[src/rtl/uart_mmio.sv]
`default_nettype none
// +--------------------------------------------------------------------------+
// | uart_mmio: memory-mapped 8N1 UART with DATA/STATUS registers             |
// | RX FIFO with overrun flag, one-byte TX holding register. Rev 1.0         |
// +--------------------------------------------------------------------------+
module uart_mmio #(
  parameter int CLK_FREQ = 50000000,
  parameter int BAUD     = 9600,
  parameter int RX_DEPTH = 4
) (
  input  logic        clk,
  input  logic        rst,
  input  logic        rxd,
  output logic        txd,
  input  logic        uart_en,
  input  logic        uart_we,
  input  logic        uart_addr,
  input  logic [7:0]  uart_wdata,
  output logic [31:0] uart_rdata,
  output logic        uart_overrun
);

  localparam int DIV = CLK_FREQ / BAUD;
  localparam int CW  = $clog2(DIV + 1);
  localparam int AW  = $clog2(RX_DEPTH);
  localparam logic [CW-1:0] c_div_m1  = CW'(DIV - 1);
  localparam logic [CW-1:0] c_half_m1 = CW'(DIV / 2 - 1);

  typedef enum logic [1:0] {RX_IDLE, RX_START, RX_DATA, RX_STOP} rx_state_t;
  typedef enum logic [1:0] {TX_IDLE, TX_START, TX_DATA, TX_STOP} tx_state_t;

  // ---------------- RX ----------------
  logic            r_rx_meta, r_rx_sync, r_rx_prev;
  rx_state_t       r_rx_state, w_rx_state_nxt;
  logic [CW-1:0]   r_rx_cnt, w_rx_cnt_nxt;
  logic [2:0]      r_rx_bit, w_rx_bit_nxt;
  logic [7:0]      r_rx_shift, w_rx_shift_nxt;
  logic            w_rx_push;
  logic            w_rx_zero;

  assign w_rx_zero = (r_rx_cnt == '0);

  always_ff @(posedge clk or posedge rst) begin
    if (rst) begin
      r_rx_meta  <= 1'b1;
      r_rx_sync  <= 1'b1;
      r_rx_prev  <= 1'b1;
      r_rx_state <= RX_IDLE;
      r_rx_cnt   <= '0;
      r_rx_bit   <= '0;
      r_rx_shift <= '0;
    end else begin
      r_rx_meta  <= rxd;
      r_rx_sync  <= r_rx_meta;
      r_rx_prev  <= r_rx_sync;
      r_rx_state <= w_rx_state_nxt;
      r_rx_cnt   <= w_rx_cnt_nxt;
      r_rx_bit   <= w_rx_bit_nxt;
      r_rx_shift <= w_rx_shift_nxt;
    end
  end

  always_comb begin
    w_rx_state_nxt = r_rx_state;
    w_rx_cnt_nxt   = r_rx_cnt;
    w_rx_bit_nxt   = r_rx_bit;
    w_rx_shift_nxt = r_rx_shift;
    w_rx_push      = 1'b0;
    unique case (r_rx_state)
      RX_IDLE: begin
        if (r_rx_prev && !r_rx_sync) begin
          w_rx_state_nxt = RX_START;
          w_rx_cnt_nxt   = c_half_m1;
        end
      end
      RX_START: begin
        if (!w_rx_zero) begin
          w_rx_cnt_nxt = r_rx_cnt - 1'b1;
        end else if (!r_rx_sync) begin
          w_rx_state_nxt = RX_DATA;
          w_rx_cnt_nxt   = c_div_m1;
          w_rx_bit_nxt   = '0;
        end else begin
          w_rx_state_nxt = RX_IDLE;
        end
      end
      RX_DATA: begin
        if (!w_rx_zero) begin
          w_rx_cnt_nxt = r_rx_cnt - 1'b1;
        end else begin
          w_rx_shift_nxt = {r_rx_sync, r_rx_shift[7:1]};
          w_rx_cnt_nxt   = c_div_m1;
          if (r_rx_bit == 3'd7) w_rx_state_nxt = RX_STOP;
          else                  w_rx_bit_nxt   = r_rx_bit + 1'b1;
        end
      end
      RX_STOP: begin
        if (!w_rx_zero) begin
          w_rx_cnt_nxt = r_rx_cnt - 1'b1;
        end else begin
          // A low stop bit is a framing error: the byte is silently dropped.
          w_rx_push      = r_rx_sync;
          w_rx_state_nxt = RX_IDLE;
        end
      end
      default: w_rx_state_nxt = RX_IDLE;
    endcase
  end

  // ---------------- RX FIFO ----------------
  logic [7:0]  r_fifo [RX_DEPTH];
  logic [AW:0] r_wp, r_rp;
  logic        w_empty, w_full, w_rd, w_wr, w_pop, w_push_ok, w_ovr_set;
  logic        r_ovr;

  assign w_rd      = uart_en && !uart_we;
  assign w_wr      = uart_en && uart_we;
  assign w_empty   = (r_wp == r_rp);
  assign w_full    = (r_wp[AW] != r_rp[AW]) && (r_wp[AW-1:0] == r_rp[AW-1:0]);
  assign w_pop     = w_rd && !uart_addr && !w_empty;
  assign w_push_ok = w_rx_push && (!w_full || w_pop);
  assign w_ovr_set = w_rx_push && w_full && !w_pop;

  always_ff @(posedge clk) begin
    if (w_push_ok) r_fifo[r_wp[AW-1:0]] <= r_rx_shift;
  end

  always_ff @(posedge clk or posedge rst) begin
    if (rst) begin
      r_wp  <= '0;
      r_rp  <= '0;
      r_ovr <= 1'b0;
    end else begin
      if (w_push_ok) r_wp <= r_wp + 1'b1;
      if (w_pop)     r_rp <= r_rp + 1'b1;
      // A new overrun in the same cycle as the clearing read must survive.
      if (w_ovr_set)              r_ovr <= 1'b1;
      else if (w_rd && uart_addr) r_ovr <= 1'b0;
    end
  end

  assign uart_overrun = r_ovr;

  // ---------------- TX ----------------
  logic [7:0]    r_hold;
  logic          r_hold_full;
  logic          w_hold_load, w_hold_take;
  tx_state_t     r_tx_state, w_tx_state_nxt;
  logic [CW-1:0] r_tx_cnt, w_tx_cnt_nxt;
  logic [2:0]    r_tx_bit, w_tx_bit_nxt;
  logic [7:0]    r_tx_shift, w_tx_shift_nxt;
  logic          r_txd, w_txd_nxt;
  logic          w_tx_zero;

  assign w_tx_zero   = (r_tx_cnt == '0);
  assign w_hold_load = w_wr && !uart_addr && !r_hold_full;

  always_ff @(posedge clk or posedge rst) begin
    if (rst) begin
      r_hold      <= '0;
      r_hold_full <= 1'b0;
      r_tx_state  <= TX_IDLE;
      r_tx_cnt    <= '0;
      r_tx_bit    <= '0;
      r_tx_shift  <= '0;
      r_txd       <= 1'b1;
    end else begin
      if (w_hold_load) begin
        r_hold      <= uart_wdata;
        r_hold_full <= 1'b1;
      end else if (w_hold_take) begin
        r_hold_full <= 1'b0;
      end
      r_tx_state <= w_tx_state_nxt;
      r_tx_cnt   <= w_tx_cnt_nxt;
      r_tx_bit   <= w_tx_bit_nxt;
      r_tx_shift <= w_tx_shift_nxt;
      r_txd      <= w_txd_nxt;
    end
  end

  always_comb begin
    w_tx_state_nxt = r_tx_state;
    w_tx_cnt_nxt   = r_tx_cnt;
    w_tx_bit_nxt   = r_tx_bit;
    w_tx_shift_nxt = r_tx_shift;
    w_txd_nxt      = r_txd;
    w_hold_take    = 1'b0;
    unique case (r_tx_state)
      TX_IDLE: begin
        if (r_hold_full) begin
          w_hold_take    = 1'b1;
          w_tx_shift_nxt = r_hold;
          w_txd_nxt      = 1'b0;
          w_tx_cnt_nxt   = c_div_m1;
          w_tx_state_nxt = TX_START;
        end
      end
      TX_START: begin
        if (!w_tx_zero) begin
          w_tx_cnt_nxt = r_tx_cnt - 1'b1;
        end else begin
          w_txd_nxt      = r_tx_shift[0];
          w_tx_shift_nxt = {1'b0, r_tx_shift[7:1]};
          w_tx_bit_nxt   = '0;
          w_tx_cnt_nxt   = c_div_m1;
          w_tx_state_nxt = TX_DATA;
        end
      end
      TX_DATA: begin
        if (!w_tx_zero) begin
          w_tx_cnt_nxt = r_tx_cnt - 1'b1;
        end else begin
          w_tx_cnt_nxt = c_div_m1;
          if (r_tx_bit == 3'd7) begin
            w_txd_nxt      = 1'b1;
            w_tx_state_nxt = TX_STOP;
          end else begin
            w_txd_nxt      = r_tx_shift[0];
            w_tx_shift_nxt = {1'b0, r_tx_shift[7:1]};
            w_tx_bit_nxt   = r_tx_bit + 1'b1;
          end
        end
      end
      TX_STOP: begin
        if (!w_tx_zero) begin
          w_tx_cnt_nxt = r_tx_cnt - 1'b1;
        end else if (r_hold_full) begin
          // Chain straight into the next frame with no idle gap.
          w_hold_take    = 1'b1;
          w_tx_shift_nxt = r_hold;
          w_txd_nxt      = 1'b0;
          w_tx_cnt_nxt   = c_div_m1;
          w_tx_state_nxt = TX_START;
        end else begin
          w_tx_state_nxt = TX_IDLE;
        end
      end
      default: w_tx_state_nxt = TX_IDLE;
    endcase
  end

  assign txd = r_txd;

  // ---------------- Bus read port ----------------
  logic [31:0] r_rdata;
  logic [31:0] w_status;
  logic [31:0] w_data;

  assign w_status = {29'b0, r_ovr, !w_empty, !r_hold_full};
  assign w_data   = w_empty ? 32'b0 : {24'b0, r_fifo[r_rp[AW-1:0]]};

  always_ff @(posedge clk or posedge rst) begin
    if (rst)       r_rdata <= '0;
    else if (w_rd) r_rdata <= uart_addr ? w_status : w_data;
  end

  assign uart_rdata = r_rdata;

endmodule
`default_nettype wire
[config.mk]
export PLATFORM = sky130hd
export DESIGN_NAME = uart_mmio
export DESIGN_NICKNAME = d
export VERILOG_FILES = /design/src/rtl/uart_mmio.sv
export SDC_FILE = /design/constraint.sdc
export NUM_CORES = 1
export LEC_CHECK = 0
export ABC_AREA = 1
export CAP_MARGIN = 20
export CORE_ASPECT_RATIO = 1.25
export CORE_UTILIZATION = 59
export CTS_CLUSTER_DIAMETER = 100
export DETAILED_ROUTE_END_ITERATION = 8
export GPL_TIMING_DRIVEN = 0
export PLACE_DENSITY = 0.81
export SYNTH_ARGS = -nofsm -noshare
export SYNTH_HDL_FRONTEND = slang
export SYNTH_SLANG_ARGS = --single-unit
[constraint.sdc]
create_clock -name clk -period 3.6 [get_ports clk]
set_input_delay 0.54 -clock clk [delete_from_list [all_inputs] [get_ports clk]]
set_output_delay 0.54 -clock clk [all_outputs]
set_load 0.05 [all_outputs]
==> summary.txt <==
Synthesis
  • Post-synthesis compound-gate area fraction: under 10%
  • Top_reg_cell synth: dfrtp_1
  • Post-synth top area share: between 30% and 40%
  • Ranking of synthesized cells by area: dfrtp_1 32%, edfxtp_1 16%, nand2_1 12%
  • Count leader, synth: nand2_1
  • Combinational family with the most area after synthesis: simple AND/OR/NAND/NOR gates
  • Yosys Warn Count: 0
  • Number of synthesized flops with an enable pin: 32
  • Post-Syn Instances: approximately 700
  • Simple-Gate Fraction of Synth Area: between 20% and 30%
  • Yosys top cell by area: dfrtp_1
  • Sequential fraction of the synthesis area: 50.4%
  • Syn Area/Cell: around 8.6 um2
  • Yosys reg bits: 112
  • Synth Area in Adders: under 10%
  • Top post-synthesis cells by count: 193 x nand2_1, 76 x dfrtp_1, 74 x inv_1, 53 x nor2_1, 48 x o21ai_0
  • Unique cell type count in the Yosys netlist: 46
  • Async S/R FF share, synth: a little under three quarters
  • Post-Synthesis Cell Area: 5890 um2
  • Mux cell area share after synthesis: less than 1%
  • XOR/XNOR Fraction of Synth Area: approximately 1.3%

Floorplan
  • Initial core utilization: between 60% and 70%
  • Chip height: roughly 110 um
  • I/O pin total: 48
  • Row count: 40
  • Chip width: approximately 91 um
  • Core region area: 9660 um2
  • Die area: 10400 um2

Placement
  • Port-buffer cells: 23
  • Post-DP HPWL: 8540 um
  • Post-place instance area: roughly 6400 um2
  • Post-Place Cells: ~860
  • RePlAce Congestion: approximately 0.83

Final layout
  • Area grow syn2layout: 13.3%
  • Non-Filler Instances: about 900
  • Layout cells sized above 1: approximately 10%
  • Ant. Diodes: 0
  • Post-route design area: approximately 6700 um2
  • Nets@finish: 780

Timing
  • Final setup fails: 0
  • Final Max Slew Viols: 0
  • RSZ-0062 raised after global routing: false
  • Final Hold Vio Count: 0
  • Final worst-path cycle share: 73.3%
  • Fmax: roughly 0.38 GHz
  • Crit path time final: 2.64 ns
  • Tightest Pin Transition: 0.770 ns
  • Clk_skew: slightly below 0.007 ns
  • Slew headroom: between 40 and 50%
  • Sum of negative setup slack: 0 ns

GRT
  • Largest net degree at the start of global routing: 42
  • Global-route wire length before repair: slightly above 20000 um
  • Gr usage total: between 20% and 30%
  • GRT overflow: 0
  • Initial antenna violation count: 0
  • Vias in the first global route: 4699

Critical path
  • Critical path, cell by cell: clkdlybuf4s50_1 -> inv_1 -> nor2_2 -> inv_2 -> nor2_1 -> inv_1 -> nand3b_1 -> nand2_2 -> nor2_1
  • Reg-to-Reg Start: r_rx_cnt[0]$_DFFE_PP0P_
  • R2r endpoint: r_fifo[0][1]$_DFFE_PP_
  • Data required time of the critical path: between 3 and 4 ns
  • CP max stage delay: ~0.61 ns
  • CP Launch Type: primary input
  • Crit path kind: primary input to flip-flop
  • Endpoint class of the critical path: flip-flop
  • Critical path's slowest cell: nor2_1
  • CP arrival: 2.61 ns
  • Worst Reg2Reg Path Length in Cells: 8
  • R2R Setup Slk: approximately 1.1 ns
  • Worst-path fanout max: 9

Clocking
  • CTS tree: built
  • Post-CTS sizing: 0
  • Clock Latency Late Sink: 0.35 ns
  • Post-CTS Setup Inserts: 0
  • CTS Buf Count: 9
  • Clock root buffer: clkbuf_16
  • Clock tree sinks: 112
  • CTS HTree Levels: 3
  • CTS Hold Bufs: 0
  • Worst-path clk slew: 0.07 ns
  • CTS max path bufs: 2

Routing
  • Drt total wl: around 12000 um
  • Routed Antenna Nets: 0
  • Wirelength per Cell: roughly 14 um
  • DRT Pass-1 Iters: 5
  • Vias: approximately 4.6k
  • Post-route DRC: 0
  • Post-DR vias/cell: about 5.3
  • DR iter-0 viols: 303

Run status
  • Outcome: finished, final reports clean

Power and ir drop
  • Sequential share of power: around 40%
  • Switching Fraction: between 30% and 40%
  • Static leakage power: approximately 3.2 nW
  • Switch Pwr: around 1.5 mW
  • Power per cell area: roughly 590 nW/um2
  • VDD IR max: roughly 360 uV
  • Power Internal: 2.47 mW
  • Power share of the combinational group: 35.0%
  • Clock share of power: roughly 25%
  • Overall power: slightly below 4 mW

Min path
  • Worst Hold Class: flip-flop to flip-flop
  • Hold_sp: r_rx_meta$_DFF_PP1_
  • Hold Path Cell Cnt: 0
  • Hold Path End: r_rx_sync$_DFF_PP1_

Flow run
  • Maximum Capacitance Violations: 0
-- cell usage in the layout, fill, tap and decap left out, drive strengths merged --
cell / n
a21boi: 1
a21oi: 22
a22oi: 1
a32o: 7
and2b: 1
buf: 29
bufinv: 1
clkbuf: 20
clkdlybuf4s50: 23
clkinv: 3
conb: 24
dfrtp: 76
dfstp: 4
edfxtp: 32
ha: 22
inv: 83
mux2: 3
nand2: 201
nand3: 46
nand3b: 1
nand4: 14
nor2: 60
nor3: 2
o211ai: 2
o21a: 1
o21ai: 52
o21bai: 1
o221ai: 1
o22ai: 2
o31ai: 4
or2: 1
xnor2: 6
xor2: 3
-- power by group through the flow --
stage	registers (mW)	logic, mW	clock network [mW]
after global routing	1.60	1.56	1.05
after CTS	1.59	1.39	1.00
after floorplan	1.69	0.952	0
after global placement	1.60	1.32	0
final	1.59	1.39	0.991
after detailed placement	1.61	1.37	0
-- sequential cells by signal, summed over array words and instances, names as in the netlist, named ones only --
name / count
r_rx_prev: 1
r_rx_bit: 3
r_wp: 3
r_rp: 3
r_fifo: 32
r_hold: 8
r_hold_full: 1
uart_rdata: 8
r_rx_shift: 8
r_rx_state: 1
r_rx_sync: 1
r_tx_bit: 3
r_tx_state: 2
r_rx_cnt: 13
r_rx_meta: 1
txd: 1
uart_overrun: 1
r_tx_shift: 8
r_tx_cnt: 13
-- routing by layer --
layer  vias to the layer above  global-route usage, %  share of wire (%)
met2                        90                   43.6                 51
met3                        15                   4.33                3.4
met1                      2243                   31.2                 44
li1                       2292                      -                  -
met5                         -                      0                  0
met4                         0                   9.74                1.7
-- cell type report --
| class | count | area (um2) |
|---|---|---|
| buffer | 36 | 239 |
| clock inverter | 4 | 51.3 |
| clock buffer | 12 | 236 |
| inverter | 83 | 318 |
| multi-input combinational | 478 | 2460 |
| sequential | 112 | 2970 |
| timing repair buffer | 24 | 250 |
| fill | 720 | 2980 |
| tap | 126 | 158 |
-- worst max-delay path by stage --
stage / end / startpoint / depth (start not counted) / slack, ns
final: r_fifo[0][1]$_DFFE_PP_ / uart_en / 9 / 0.96
after global routing: r_fifo[0][1]$_DFFE_PP_ / uart_en / 9 / 0.79
after CTS: r_fifo[0][1]$_DFFE_PP_ / uart_en / 9 / 0.93
after detailed placement: r_fifo[0][6]$_DFFE_PP_ / uart_en / 9 / 0.57
after global placement: r_rx_bit[1]$_DFFE_PP0P_ / rst / 2 / -0.28
after floorplan: async pin / rst / 1 / 1.01
-- cells by family (layout without fill, tap and decap cells) --
family	Yosys count	count (layout)
compound gates	94	94
xor+xnor	9	9
fa+ha+maj	22	22
buf+inv	119	159
flops	112	112
mux	3	3
other cells	1	24
simple gates	326	326
-- worst max-delay path, delay by kind of cell --
| family | cells | cell delay, ns |
|---|---|---|
| buffers and inverters | 4 | 0.71 |
| AND/OR/NAND/NOR | 5 | 1.36 |
-- per-stage QoR --
stage	setup WS, ns	util, %	hold WS (ns)
after floorplan	1.01	-	0.345
after global placement	-0.283	65.9	0.347
after detailed placement	0.575	66.1	0.350
after CTS	0.932	69.1	0.361
after global routing	0.790	69.1	0.362
final	0.963	69.1	0.359
Power figures use the tool's default switching activity.
